$ cat config.mk
export PLATFORM = sky130hd
export DESIGN_NAME = stochastic_to_binary_decoder
export DESIGN_NICKNAME = d
export VERILOG_FILES = /design/src/rtl/stochastic_to_binary_decoder.sv
export SDC_FILE = /design/constraint.sdc
export NUM_CORES = 1
export LEC_CHECK = 0
export ABC_CLOCK_PERIOD_IN_PS = 1800
export BUFFER_PORTS_ARGS = -buffer_cell sky130_fd_sc_hd__buf_2
export CAP_MARGIN = 20
export CORE_MARGIN = 2
export CORE_UTILIZATION = 52
export CTS_CLUSTER_SIZE = 8
export DETAILED_ROUTE_END_ITERATION = 16
export MAX_ROUTING_LAYER = met4
export PLACE_DENSITY = 0.8
export SLEW_MARGIN = 20
export SYNTH_ARGS = -nofsm -noshare
export SYNTH_HDL_FRONTEND = slang
export SYNTH_SLANG_ARGS = --single-unit
export TNS_END_PERCENT = 20
$ cat constraint.sdc
create_clock -name clk -period 1.8 [get_ports clk]
set_input_delay 0.27 -clock clk [delete_from_list [all_inputs] [get_ports clk]]
set_output_delay 0.27 -clock clk [all_outputs]
set_load 0.01 [all_outputs]
$ cat src/rtl/stochastic_to_binary_decoder.sv
// Stochastic-to-binary decoder: counts '1' bits of a unipolar stochastic
// bitstream over a window of WINDOW accepted samples and publishes the count.
module stochastic_to_binary_decoder #(
    parameter int WIDTH  = 4,
    parameter int WINDOW = 15
) (
    input  logic             clk,
    input  logic             rst,
    input  logic             start_i,
    input  logic             cont_i,
    input  logic             abort_i,
    input  logic             sbs_in_i,
    input  logic             sbs_valid_i,
    output logic             busy_o,
    output logic             done_o,
    output logic [WIDTH-1:0] value_o
);

    typedef enum logic {
        IDLE = 1'b0,
        ACC  = 1'b1
    } state_t;

    localparam logic [WIDTH-1:0] LAST_IDX = WIDTH'(WINDOW - 1);

    state_t             state_q, state_d;
    logic [WIDTH-1:0]   ones_q, ones_d;
    logic [WIDTH-1:0]   samp_q, samp_d;
    logic [WIDTH-1:0]   value_q, value_d;
    logic               done_q, done_d;
    logic               accept;

    assign accept = sbs_valid_i && !abort_i;

    always_ff @(posedge clk or posedge rst) begin
        if (rst) begin
            state_q <= IDLE;
            ones_q  <= '0;
            samp_q  <= '0;
            value_q <= '0;
            done_q  <= 1'b0;
        end else begin
            state_q <= state_d;
            ones_q  <= ones_d;
            samp_q  <= samp_d;
            value_q <= value_d;
            done_q  <= done_d;
        end
    end

    always_comb begin
        state_d = state_q;
        ones_d  = ones_q;
        samp_d  = samp_q;
        value_d = value_q;
        done_d  = 1'b0;
        case (state_q)
            IDLE: begin
                if (start_i) begin
                    state_d = ACC;
                    ones_d  = '0;
                    samp_d  = '0;
                end
            end
            ACC: begin
                // abort outranks both a normal accept and the window-closing one
                if (abort_i) begin
                    state_d = IDLE;
                    ones_d  = '0;
                    samp_d  = '0;
                end else if (accept) begin
                    if (samp_q == LAST_IDX) begin
                        value_d = ones_q + WIDTH'(sbs_in_i);
                        done_d  = 1'b1;
                        ones_d  = '0;
                        samp_d  = '0;
                        state_d = cont_i ? ACC : IDLE;
                    end else begin
                        samp_d = samp_q + WIDTH'(1);
                        ones_d = ones_q + WIDTH'(sbs_in_i);
                    end
                end
            end
            default: state_d = IDLE;
        endcase
    end

    assign busy_o  = (state_q == ACC);
    assign done_o  = done_q;
    assign value_o = value_q;

endmodule
==> metrics.txt, run 1 <==
slowest CP cell dfrtp_1; PD cells just under 800 nW/um2; period utilisation layout 80.4%; final antenna-violating net count 0; GRT Overall Usage between 10% and 20%; final setup fails 0; first-pass GRT wire length around 2000 um; fmax about 0.69 GHz; crit-path max cell delay between 0.4 and 0.5 ns; max-cap viol count 0; DIE AREA between 1500 and 2000 um2; Rows 13; pre-CTS setup slack approximately 0.36 ns; hold crit path type input pin to async pin; vias ~540; Worst Reg2Reg Path Length in Cells 5; initial antenna violation count 0; DP Area roughly 780 um2; FF-to-FF Start samp_q[0]$_DFFE_PP0P_; Seq/Total Area, Yosys 49.4%; drt drc 0; CP arrival between 1.5 and 2 ns; Worst Setup SP samp_q[0]$_DFFE_PP0P_; RR Endpoint value_o[0]$_DFFE_PP0P_; sum of negative setup slack 0 ns; most frequent cells in the layout 14 x dfrtp_1, 12 x buf_2, 7 x nand3_1; Post-Route WL 1250 um; IO Port Bufs 12; vias per inst ~6; Yosys warnings 0; Bufs and invs on worst path 1; synth-to-layout area growth 15.5%; internal reg-to-reg setup slack 0.35 ns; die height 40.9 um; leak pwr 0.415 nW; CTS tree done; Crit Path Max Fanout 5; CTS Sinks 14; Reg clk slew, reported paths about 0.08 ns; met2 wire len between 500 and 600 um; highest metal used met4; post_cts resized 0; Slew Viols, Final 0; largest net degree at the start of global routing 15; Yosys reg bits 14; commonest non-fill, non-tap cell in the layout dfrtp_1; metal3 WL around 55 um; GPL Wtd Cong just under 0.8; M1 wire length 582 um; DRT Pass-1 Iters 4; Clock Skews 0.000643 ns; core area 1280 um2; setup ws final around 0.35 ns; syn_nets 73; post-DR wirelength/cell approximately 14 um; area occupied by multi-input gates between 300 and 400 um2; Levels on crit path 5; DP HPWL ~1000 um; clk root buf clkbuf_4; data required time of the worst path 1.96 ns; max_slew headroom between 60% and 70%; H-tree levels 1; cts hold-fix bufs 0; synthesized instance count 62; Initial DRC Count 6; grt ovf 0; Fillers between 100 and 150; final instance area a little over 800 um2; Max Root-Sink Buffers 2; post-layout util between 60% and 70%; post-CTS setup repair buffer count 0; RSZ-0062 raised after global routing no; antenna diode count 0; crit path to value_o[0]$_DFFE_PP0P_; Crit path max-delay family flip-flops; Ports 13; final worst path period need around 1.4 ns; Least-Margin Pin Slew approximately 0.54 ns; Reg area around 350 um2; Initial Util 55.2%; syn avg cell area ~11 um2; Unique masters post-synth 26; Worst-Skew Late Latency about 0.27 ns; mapped cell area around 710 um2; status finished, final reports clean; Critical Path Start Type register; Setup CP Type register to register; Worst setup EP type register; Die W approximately 41 um; CTS Buf Count 3; Final Total Pwr around 0.00063 W; vias in the first global route 476; Hold Fails Final Rpt 0; CP Cell Sequence inv_1, ha_1, nand3_1, nor2_4, mux2_2; layout cells sized above 1 slightly above 30%; Worst VDD drop roughly 0.49 mV; fin nets between 80 and 90
[flip-flops by register name (all words and copies together) (netlist names)]
name,flops
busy_o,1
samp_q,4
done_o,1
value_o,4
ones_q,4
[cell usage after synthesis]
master     number  share of area [%]
a31oi_1         5                4.4
a32o_1          2                2.8
and2_1          1               0.88
and3_1          1               0.88
and3b_1         1                1.2
buf_2           1               0.70
buf_4           1                1.1
dfrtp_1        14                 49
ha_1            4                7.1
inv_1           4                2.1
mux2_2          4                6.3
nand2_1         2                1.1
nand2b_1        1               0.88
nand3_1         7                4.9
nand3b_1        2                2.1
nand4b_1        1                1.2
nor2_4          1                1.6
nor2b_1         1               0.88
nor3b_2         1                1.8
o211ai_1        1                1.1
o21ai_0         2                1.4
o21ba_2         1                1.4
o2bb2ai_1       1                1.2
o31ai_1         1                1.1
xnor2_1         1                1.2
xor2_1          1                1.2
[metal layers]
metal  vias to the layer above  global-route usage [%]
met2                        14                    27.7
li1                        262                       -
met3                         2                    6.52
met4                         0                    8.33
met1                       258                    25.0
met5                         -                       -
[power by group]
| part | internal [W] | switching (W) |
|---|---|---|
| Combinational | 0.0000294 | 0.0000437 |
| Clock | 0.000123 | 0.0000988 |
| Sequential | 0.000326 | 0.0000134 |
| Total | 0.000478 | 0.000156 |
[worst min path at each step]
stage,slack (ns),depth (start not counted),endpoint,start
6_report,0.02,2,value_o[1]$_DFFE_PP0P_,rst
5_1_grt,0.06,2,value_o[3]$_DFFE_PP0P_,rst
3_3_place_gp,0.33,2,value_o[2]$_DFFE_PP0P_,rst
4_1_cts,0.03,2,done_o$_DFF_PP0_,rst
2_1_floorplan,0.16,1,busy_o$_DFF_PP0_,rst
3_5_place_dp,0.33,2,value_o[2]$_DFFE_PP0P_,rst
[stage by stage]
step                      std cells  hold slack [ns]
after floorplan                  62            0.159
after global placement           88            0.329
after detailed placement         88            0.335
after CTS                        92           0.0298
after global routing             92           0.0634
final                            92           0.0204
[layout make-up]
class                           count  area share (%)
Clock buffer                        4            4.43
Multi-Input combinational cell     42            40.5
Sequential cell                    14            42.7
Tap cell                           15            2.29
Timing Repair Buffer               13            8.24
Inverter                            4            1.83
[kinds of logic after synthesis]
group | Yosys count | synth area share [%]
simple gates | 19 | 17.5
compound gates | 13 | 13.4
mux | 4 | 6.35
buf+inv | 6 | 3.88
fa+ha+maj | 4 | 7.05
xor+xnor | 2 | 2.47
flops | 14 | 49.4
(Power assumes the default switching activity.)
==> run 2, diff against run 1 <==
- ABC_CLOCK_PERIOD_IN_PS: 1800 -> 1300
- CORE_UTILIZATION: 52 -> 47
- PLACE_DENSITY: 0.8 -> 0.77
- clock period: 1.8 -> 1.3 ns (I/O delays scaled with it)
==> metrics.txt, run 2 (synthesis results as in run 1) <==
RR Endpoint value_o[0]$_DFFE_PP0P_; FF-to-FF Start samp_q[0]$_DFFE_PP0P_; post-CTS setup repair buffer count 0 (unchanged); synth-to-layout area growth 21.3%; leak pwr 0.432 nW (+4.2%); vias 543 (+1.3%); Fillers 127 (+17%); Ports 13 (unchanged); hold path cells 2; CTS tree done; area occupied by multi-input gates 339 um2 (+2.3%); hold crit path type input pin to register; Hold Path End busy_o$_DFF_PP0_; IO Port Bufs 12 (unchanged); PD cells 1070 nW/um2 (+38%); Comb power frac 13.8% (+2.3 points); die height 42.9 um (+4.7%); post-layout util 59.2% (-4.6 points); Setup CP Type register to register; DP HPWL 990 um (-0.51%); data required time of the worst path 1.48 ns (-0.48 ns); Worst Reg2Reg Path Length in Cells 5 (unchanged); Reg clk slew, reported paths 0.09 ns (about the same); CP arrival 1.50 ns (-0.11 ns); initial antenna violation count 0 (unchanged); commonest non-fill, non-tap cell in the layout dfrtp_1; Reg area 350 um2 (unchanged); post-DR wirelength/cell 14.1 um (+4.0%); final setup fails 4 (+4); first-pass GRT wire length 2440 um (+22%); Final Total Pwr 0.000917 W (+45%); internal reg-to-reg setup slack -0.02 ns (-0.38 ns); vias in the first global route 566 (+19%); DIE AREA 1840 um2 (+9.6%); setup ws final -0.0216 ns (-0.375 ns); status complete, but fails checks; Worst Min Path Start abort_i; GRT Overall Usage 18.9% (-0.60 points); layout cells sized above 1 35.8% (+4.6 points); Sequential Power Share 50.8% (-2.7 points); max-cap viol count 0 (unchanged); Initial Util 48.8% (-6.4 points); Initial DRC Count 3 (-3); Post-Route WL 1370 um (+9.6%); max_slew headroom 64.0% (-0.24 points); Worst-Skew Late Latency 0.29 ns (+0.02 ns); Rows 14 (+1); period utilisation layout 102% (+21 points); clock network power share 35.3% (+0.4 points); final worst path period need 1.32 ns (-0.125 ns); Max Root-Sink Buffers 2 (unchanged); Least-Margin Pin Slew 0.539 ns (+0.00354 ns); largest net degree at the start of global routing 15 (unchanged); GPL Wtd Cong 0.775 (-0.14%); fmax 0.757 GHz (+9.4%); Hold WS 0.133 ns (+0.113 ns); Crit Path Max Fanout 5 (unchanged); sw power 0.000240 W (+54%); DRT Pass-1 Iters 2 (-2); Worst VDD drop 0.714 mV (+46%); core area 1450 um2 (+13%); fin nets 93 (+4.5%); CTS Buf Count 3 (unchanged); failing checks setup timing; Worst setup EP type register; vias per inst 5.60 (-3.9%); switch share 26.2% (+1.6 points); RSZ-0062 raised after global routing yes; pre-CTS setup slack -0.0110 ns (-0.376 ns); Clock Skews 0.00535 ns (+0.00470 ns); Slew Viols, Final 0 (unchanged); final antenna-violating net count 0 (unchanged); drt drc 0 (unchanged); antenna diode count 0 (unchanged); Die W 42.9 um (+4.7%); Critical Path Start Type register; grt ovf 0 (unchanged); clk root buf clkbuf_4; Hold Fails Final Rpt 0 (unchanged); H-tree levels 1 (unchanged); most frequent cells in the layout 14 x dfrtp_1, 12 x buf_2, 6 x nand3_1; CTS Sinks 14 (unchanged); Internal 0.000677 W (+41%)
[run 2: worst max-delay path: stages, from the launching register on]
cell and delay [ns]:
dfrtp_1 0.39, inv_1 0.06, ha_1 0.15, nand3_2 0.10, nor2_4 0.15, mux2_2 0.35
[run 2: metrics by stage]
| step | cell area (um2) | TNS (ns) | instances |
|---|---|---|---|
| global route | 861 | -0.678 | 97 |
| global placement | 812 | 0 | 92 |
| floorplan | 714 | 0 | 62 |
| CTS | 861 | -0.125 | 97 |
| detailed placement | 812 | -0.0288 | 92 |
| finish | 861 | -0.0671 | 97 |
[run 2: power by group through the flow]
stage	Combinational (W)	Clock, W	Sequential (W)
finish	0.000127	0.000324	0.000466
global route	0.000143	0.000343	0.000470
CTS	0.000128	0.000327	0.000466
detailed placement	0.000125	0	0.000474
global placement	0.000122	0	0.000473
floorplan	0.0000694	0	0.000477
[run 2: how the worst max path moves through the flow]
stage	cells after the start	startpoint	endpoint	slack, ns
4_1_cts	5	samp_q[0]$_DFFE_PP0P_	value_o[0]$_DFFE_PP0P_	-0.04
6_report	5	samp_q[0]$_DFFE_PP0P_	value_o[0]$_DFFE_PP0P_	-0.02
2_1_floorplan	5	samp_q[0]$_DFFE_PP0P_	value_o[0]$_DFFE_PP0P_	0.01
3_3_place_gp	4	ones_q[0]$_DFFE_PP0P_	value_o[2]$_DFFE_PP0P_	0.003
5_1_grt	5	samp_q[0]$_DFFE_PP0P_	value_o[1]$_DFFE_PP0P_	-0.11
3_5_place_dp	5	samp_q[0]$_DFFE_PP0P_	value_o[0]$_DFFE_PP0P_	-0.01
[run 2: repair_timing]
item,CTS,global route
pin swaps,0,0
hold buffers,1,0
resized for setup,1,0
setup endpoints to repair,4,11
hold endpoints to repair,14,0
[run 2: final cells by class]
class | instances | share of cell area [%]
clock buffers | 4 | 4.22
multi-input cells | 42 | 39.4
repair buffers | 17 | 11.6
inverters | 4 | 1.74
flip-flops and latches | 14 | 40.7
well taps | 16 | 2.33
[run 2: routing by layer]
| metal | wire, um | GRT usage [%] |
|---|---|---|
| met1 | 615 | 22.4 |
| met2 | 675 | 29.4 |
| met3 | 32 | 3.83 |
| met4 | 44 | 11.3 |
| met5 | 0 | - |
